===== src/rtl/seq_mult_slice_engine.sv =====
// seq_mult_slice_engine: sequential DATA_W x DATA_W multiplier, one SLICE_W x SLICE_W partial product per clock
module seq_mult_slice_engine #(
  parameter int SLICE_W = 4,
  parameter int NSLICE  = 2
) (
  input  logic                                   clk,
  input  logic                                   reset_an,
  input  logic                                   start,
  input  logic [SLICE_W*NSLICE-1:0]              data_a,
  input  logic [SLICE_W*NSLICE-1:0]              data_b,
  output logic [2*SLICE_W*NSLICE-1:0]            product,
  output logic                                   done,
  output logic                                   busy,
  output logic                                   err,
  output logic [1:0]                             state_out,
  output logic [((NSLICE*NSLICE > 1) ? $clog2(NSLICE*NSLICE) : 1)-1:0] step_out
);
  localparam int DATA_W = SLICE_W * NSLICE;
  localparam int N      = NSLICE * NSLICE;
  localparam int KW     = (N > 1) ? $clog2(N) : 1;
  typedef enum logic [1:0] {IDLE = 2'b00, CALC = 2'b01, DONE = 2'b10, ERR = 2'b11} state_t;
  state_t              state_q, state_d;
  logic [KW-1:0]       k_q, k_d;
  logic [DATA_W-1:0]   a_q, a_d, b_q, b_d;
  logic [2*DATA_W-1:0] acc_q, acc_d, product_q, product_d, sum;
  logic [SLICE_W-1:0]  a_sl, b_sl;
  logic [2*SLICE_W-1:0] pp;
  logic                accept, step, last;
  always_comb begin
    a_sl      = a_q[(int'(k_q) % NSLICE)*SLICE_W +: SLICE_W];
    b_sl      = b_q[(int'(k_q) / NSLICE)*SLICE_W +: SLICE_W];
    pp        = {{SLICE_W{1'b0}}, a_sl} * {{SLICE_W{1'b0}}, b_sl};
    sum       = acc_q + ((2*DATA_W)'(pp) << (SLICE_W*(int'(k_q) % NSLICE + int'(k_q) / NSLICE)));
    accept    = start && (state_q == IDLE || state_q == ERR);
    step      = state_q == CALC && !start;
    last      = k_q == KW'(N-1);
    state_d   = accept ? CALC :
                state_q == CALC ? (start ? ERR : last ? DONE : CALC) :
                state_q == DONE ? (start ? ERR : IDLE) : state_q;
    a_d       = accept ? data_a : a_q;
    b_d       = accept ? data_b : b_q;
    acc_d     = accept ? '0 : step ? sum : acc_q;
    k_d       = (step && !last) ? k_q + KW'(1) : '0;
    product_d = (step && last) ? sum : product_q;
  end
  always_ff @(posedge clk or negedge reset_an) begin
    if (!reset_an) begin
      state_q   <= IDLE;
      k_q       <= '0;
      a_q       <= '0;
      b_q       <= '0;
      acc_q     <= '0;
      product_q <= '0;
    end else begin
      state_q   <= state_d;
      k_q       <= k_d;
      a_q       <= a_d;
      b_q       <= b_d;
      acc_q     <= acc_d;
      product_q <= product_d;
    end
  end
  assign product   = product_q;
  assign done      = state_q == DONE;
  assign busy      = state_q == CALC || state_q == DONE;
  assign err       = state_q == ERR;
  assign state_out = state_q;
  assign step_out  = k_q;
endmodule


===== config.mk =====
export PLATFORM = sky130hd
export DESIGN_NAME = seq_mult_slice_engine
export DESIGN_NICKNAME = d
export VERILOG_FILES = /design/src/rtl/seq_mult_slice_engine.sv
export SDC_FILE = /design/constraint.sdc
export NUM_CORES = 1
export LEC_CHECK = 0
export ABC_AREA = 1
export BUFFER_PORTS_ARGS = -buffer_cell sky130_fd_sc_hd__buf_4
export CORE_MARGIN = 1
export CORE_UTILIZATION = 65
export CTS_BUF_LIST = sky130_fd_sc_hd__clkbuf_8
export CTS_CLUSTER_DIAMETER = 150
export DETAILED_ROUTE_END_ITERATION = 12
export GPL_TIMING_DRIVEN = 1
export PLACE_DENSITY = 0.93
export SLEW_MARGIN = 20
export SYNTH_ARGS = -nofsm -noshare
export SYNTH_HDL_FRONTEND = slang
export SYNTH_SLANG_ARGS = --single-unit

===== constraint.sdc =====
create_clock -name clk -period 12.3 [get_ports clk]
set_input_delay 2.46 -clock clk [delete_from_list [all_inputs] [get_ports clk]]
set_output_delay 2.46 -clock clk [all_outputs]
set_load 0.1 [all_outputs]

==> results by stage <==
Run status:
- The run finished with clean final reports.

Final layout:
- The fraction of layout instances using a drive strength above 1 is 13.75%.
- The core utilization of the finished layout is 76.34%.
- The flip-flop and latch area is 1301 um^2.
- The number of antenna diodes in the final layout is 0.
- The post-layout net count is 534.
- Counting the fill cells in the layout gives 367.
- The relative area change from synthesis to final layout is 13.52%.
- The multi-input combinational cells in the finished layout cover a total of 1929 um^2.

Floorplanning:
- The I/O pin count is 42.
- The die is 74.69 um tall.
- For this configuration, the core starts out at a cell density of 67.25%.
- The total die area is 5579 um^2.
- The core area is 5107 um^2.
- The count of standard-cell rows is 26.
- In this run the horizontal extent of the chip is 74.69 um.

Job:
- The number of maximum-capacitance constraint violations is 0.

Clock tree:
- Counting along the longest clock path gives a buffer depth of 2.
- The number of setup buffers added after CTS is 0.
- Counting the buffers created by CTS gives 5.
- The clock slew at the register clock pins of the worst setup and hold paths is 0.10 ns.
- TritonCTS built the clock tree.
- The clock insertion delay at the later pin of the skew report is 0.32 ns.
- The H-tree generated during clock tree synthesis spans 2 levels.
- The quantity of hold-fixing buffers added after cts is 0.
- In this run the clock root is driven by a clkbuf_8.
- In this run, post-CTS repair resized a total of 0 instances.
- The count of clock tree sinks is 52.

Setup path:
- The data required time of the critical path is 12.51 ns.
- Of all nets on the critical path, the largest fanout is 10.
- The critical path is of the reg2reg type.
- The endpoint type of the worst setup path is a flop.
- The worst endpoint data arrival time is 5.12 ns.
- The startpoint kind of the worst setup timing path is a flop.

Yosys:
- The most common cell in the synthesized netlist is nand2_1.
- After synthesis the netlist holds a flip-flop and latch count of 52.
- The total of warnings raised by yosys is 0.
- The number of flops mapped to enable cells by yosys is 0.
- The net count after synthesis is 496.
- Sorting the synthesized cells by area gives the leading types as dfrtp_1 38%, nand2_1 14%, ha_1 11%.
- After synthesis, flip-flops and latches occupy 37.89% of the total area.
- Ranked by instance count, the synthesized netlist is headed by 130 x nand2_1, 52 x dfrtp_1, 40 x inv_1.
- The top cell type by area accounts for 37.89% of the synthesized area.
- The dominant cell type by area after synthesis is dfrtp_1.
- The netlist uses 37 different library cells.
- Averaged over all synthesized cells, the footprint is 7.788 um^2.
- The synthesized instance count is 441.
- The netlist area before placement is 3435 um^2.
- The leading register cell type out of synthesis is dfrtp_1.
- For this run, asynchronously set or reset flops after synthesis account for 100.0%.

Timing:
- The number of setup violations in the final report is 0.
- The final-layout setup total negative slack is 0 ns.
- Setup repair after global routing left no endpoint under its margin.
- The fmax is 203.3 MHz.
- The number of failing hold endpoints at the final stage came to 0.
- The max-slew headroom at the worst pin is 52.25%.
- The final max-slew violation count is 0.
- The minimum period implied by the final worst setup slack is 4.918 ns.
- The worst clock skew is 0.01606 ns.
- The final period utilization is 39.99%.
- At the pin with the least slew margin, the transition time is 0.7155 ns.

Detailed routing:
- The via count of the routed design is 3162.
- The number of nets still failing antenna checks after routing is 0.
- The first routing iteration left 248 violations.
- The detailed-route vias per instance is 5.749.
- The routed wire length per instance is 14.30 um.
- The DRC violations left is 0.
- The routed design has 7863 um of wire.
- The count of TritonRoute iterations in the first routing pass is 5.

GRT:
- The overall overflow remaining after global route is 0.
- The number of global-route vias before repair was 3030.
- The pin count of the biggest net entering global routing is 53.
- The total global routing track utilization is 31.64%.
- The wire length of the first global-routing pass is 13230 um.
- The initial antenna violation count came to 0.

Placement:
- The HPWL after detailed placement is 6045 um.
- The number of buffer cells added on primary ports is 41.
- The congestion estimate from routability-driven global placement came to 1.006.

Hold path:
- The path class of the lowest-slack min-delay path is reg2reg.
## final timing paths
| check | startpoint | end | slack (ns) | cells after the start |
|---|---|---|---|---|
| worst max-delay path | step_out[0] | product[13] | 7.38 | 19 |
| worst min-delay path | b_q[1] | b_q[1] | 0.48 | 2 |
| worst max register to register | step_out[0] | product[13] | 7.38 | 19 |
| worst min register to register | b_q[1] | b_q[1] | 0.48 | 2 |
| max in group asynchronous | reset_an | acc_q[13] | 9.71 | 1 |
| min in group asynchronous | reset_an | acc_q[5] | 2.15 | 1 |
## cell usage in the layout (no fill, tap or decap), types with 2 or more instances in the layout
cell      instances
and2_1            2
xnor2_1           6
nand3_1          25
or2_2             4
clkbuf_8          5
buf_4            41
a21oi_1          16
o22ai_1           2
fa_1              5
o21ai_2           2
inv_2             3
o21ai_1           4
nand3_2           2
nand2_1         130
nor2_4            2
ha_1             31
xor2_1            5
inv_1            41
mux2i_1           3
nor2_1           36
dfrtp_1          52
nor3_1            2
nand4_1           7
o21bai_1          2
o21ai_0          38
## worst max-delay path, stage by stage (launching register included)
cell and delay, ns:
dfrtp_1 0.52, o21ai_0 0.24, or2_2 0.36, fa_1 0.53
inv_1 0.05, fa_1 0.56, inv_1 0.06, fa_1 0.45
o21ai_0 0.22, xnor2_1 0.18, nand2_1 0.07, o21ai_0 0.10
nor2_1 0.08, ha_1 0.36, a21oi_1 0.28, o21ai_0 0.12
a211oi_1 0.29, nand3_1 0.16, nand3_1 0.12, nand2_1 0.05
## layer usage
layer	vias up	wire, um	GRT usage (%)	share of wire, %
met5	-	0	0	0
met4	0	320	17.19	4.1
met3	36	435	6.693	5.5
met2	133	4023	56.66	51
met1	1476	3083	35.07	39
li1	1517	-	-	-
## cell type report
class	count	area share (%)
Sequential cell	52	33.38
Timing Repair Buffer	41	7.895
Clock buffer	5	1.765
Multi-Input combinational cell	336	49.49
Tap cell	70	2.246
Inverter	43	4.140
Clock inverter	3	1.091
## logic make-up (layout without fill, tap and decap cells)
| logic type | Yosys count | in the layout | synth area share (%) |
|---|---|---|---|
| AOI/OAI and AO/OA | 70 | 70 | 11.37 |
| xor gates and xnor gates | 11 | 11 | 2.805 |
| adders and majority gates | 36 | 36 | 14.21 |
| buffers and inverters | 53 | 92 | 5.938 |
| DFF | 52 | 52 | 37.89 |
| muxes | 3 | 3 | 0.8744 |
| and+or+nand+nor | 216 | 216 | 26.92 |
## per-stage QoR
step | std cells | area [um^2] | hold WS [ns] | setup WS, ns
floorplan | 441 | 3435 | 0.4436 | 7.089
global placement | 542 | 3787 | 0.4625 | 7.645
detailed placement | 542 | 3787 | 0.4601 | 7.436
CTS | 550 | 3899 | 0.4828 | 7.417
global route | 550 | 3899 | 0.5143 | 6.960
finish | 550 | 3899 | 0.4825 | 7.382
## registers in the layout, summed over array words and instances, names as in the netlist
| register | flops |
|---|---|
| acc_q | 16 |
| step_out | 2 |
| state_out | 2 |
| a_q | 8 |
| product | 16 |
| b_q | 8 |
Power is not shown: default switching activity piles up to over one toggle a cycle in this logic, so the estimate is an artifact.
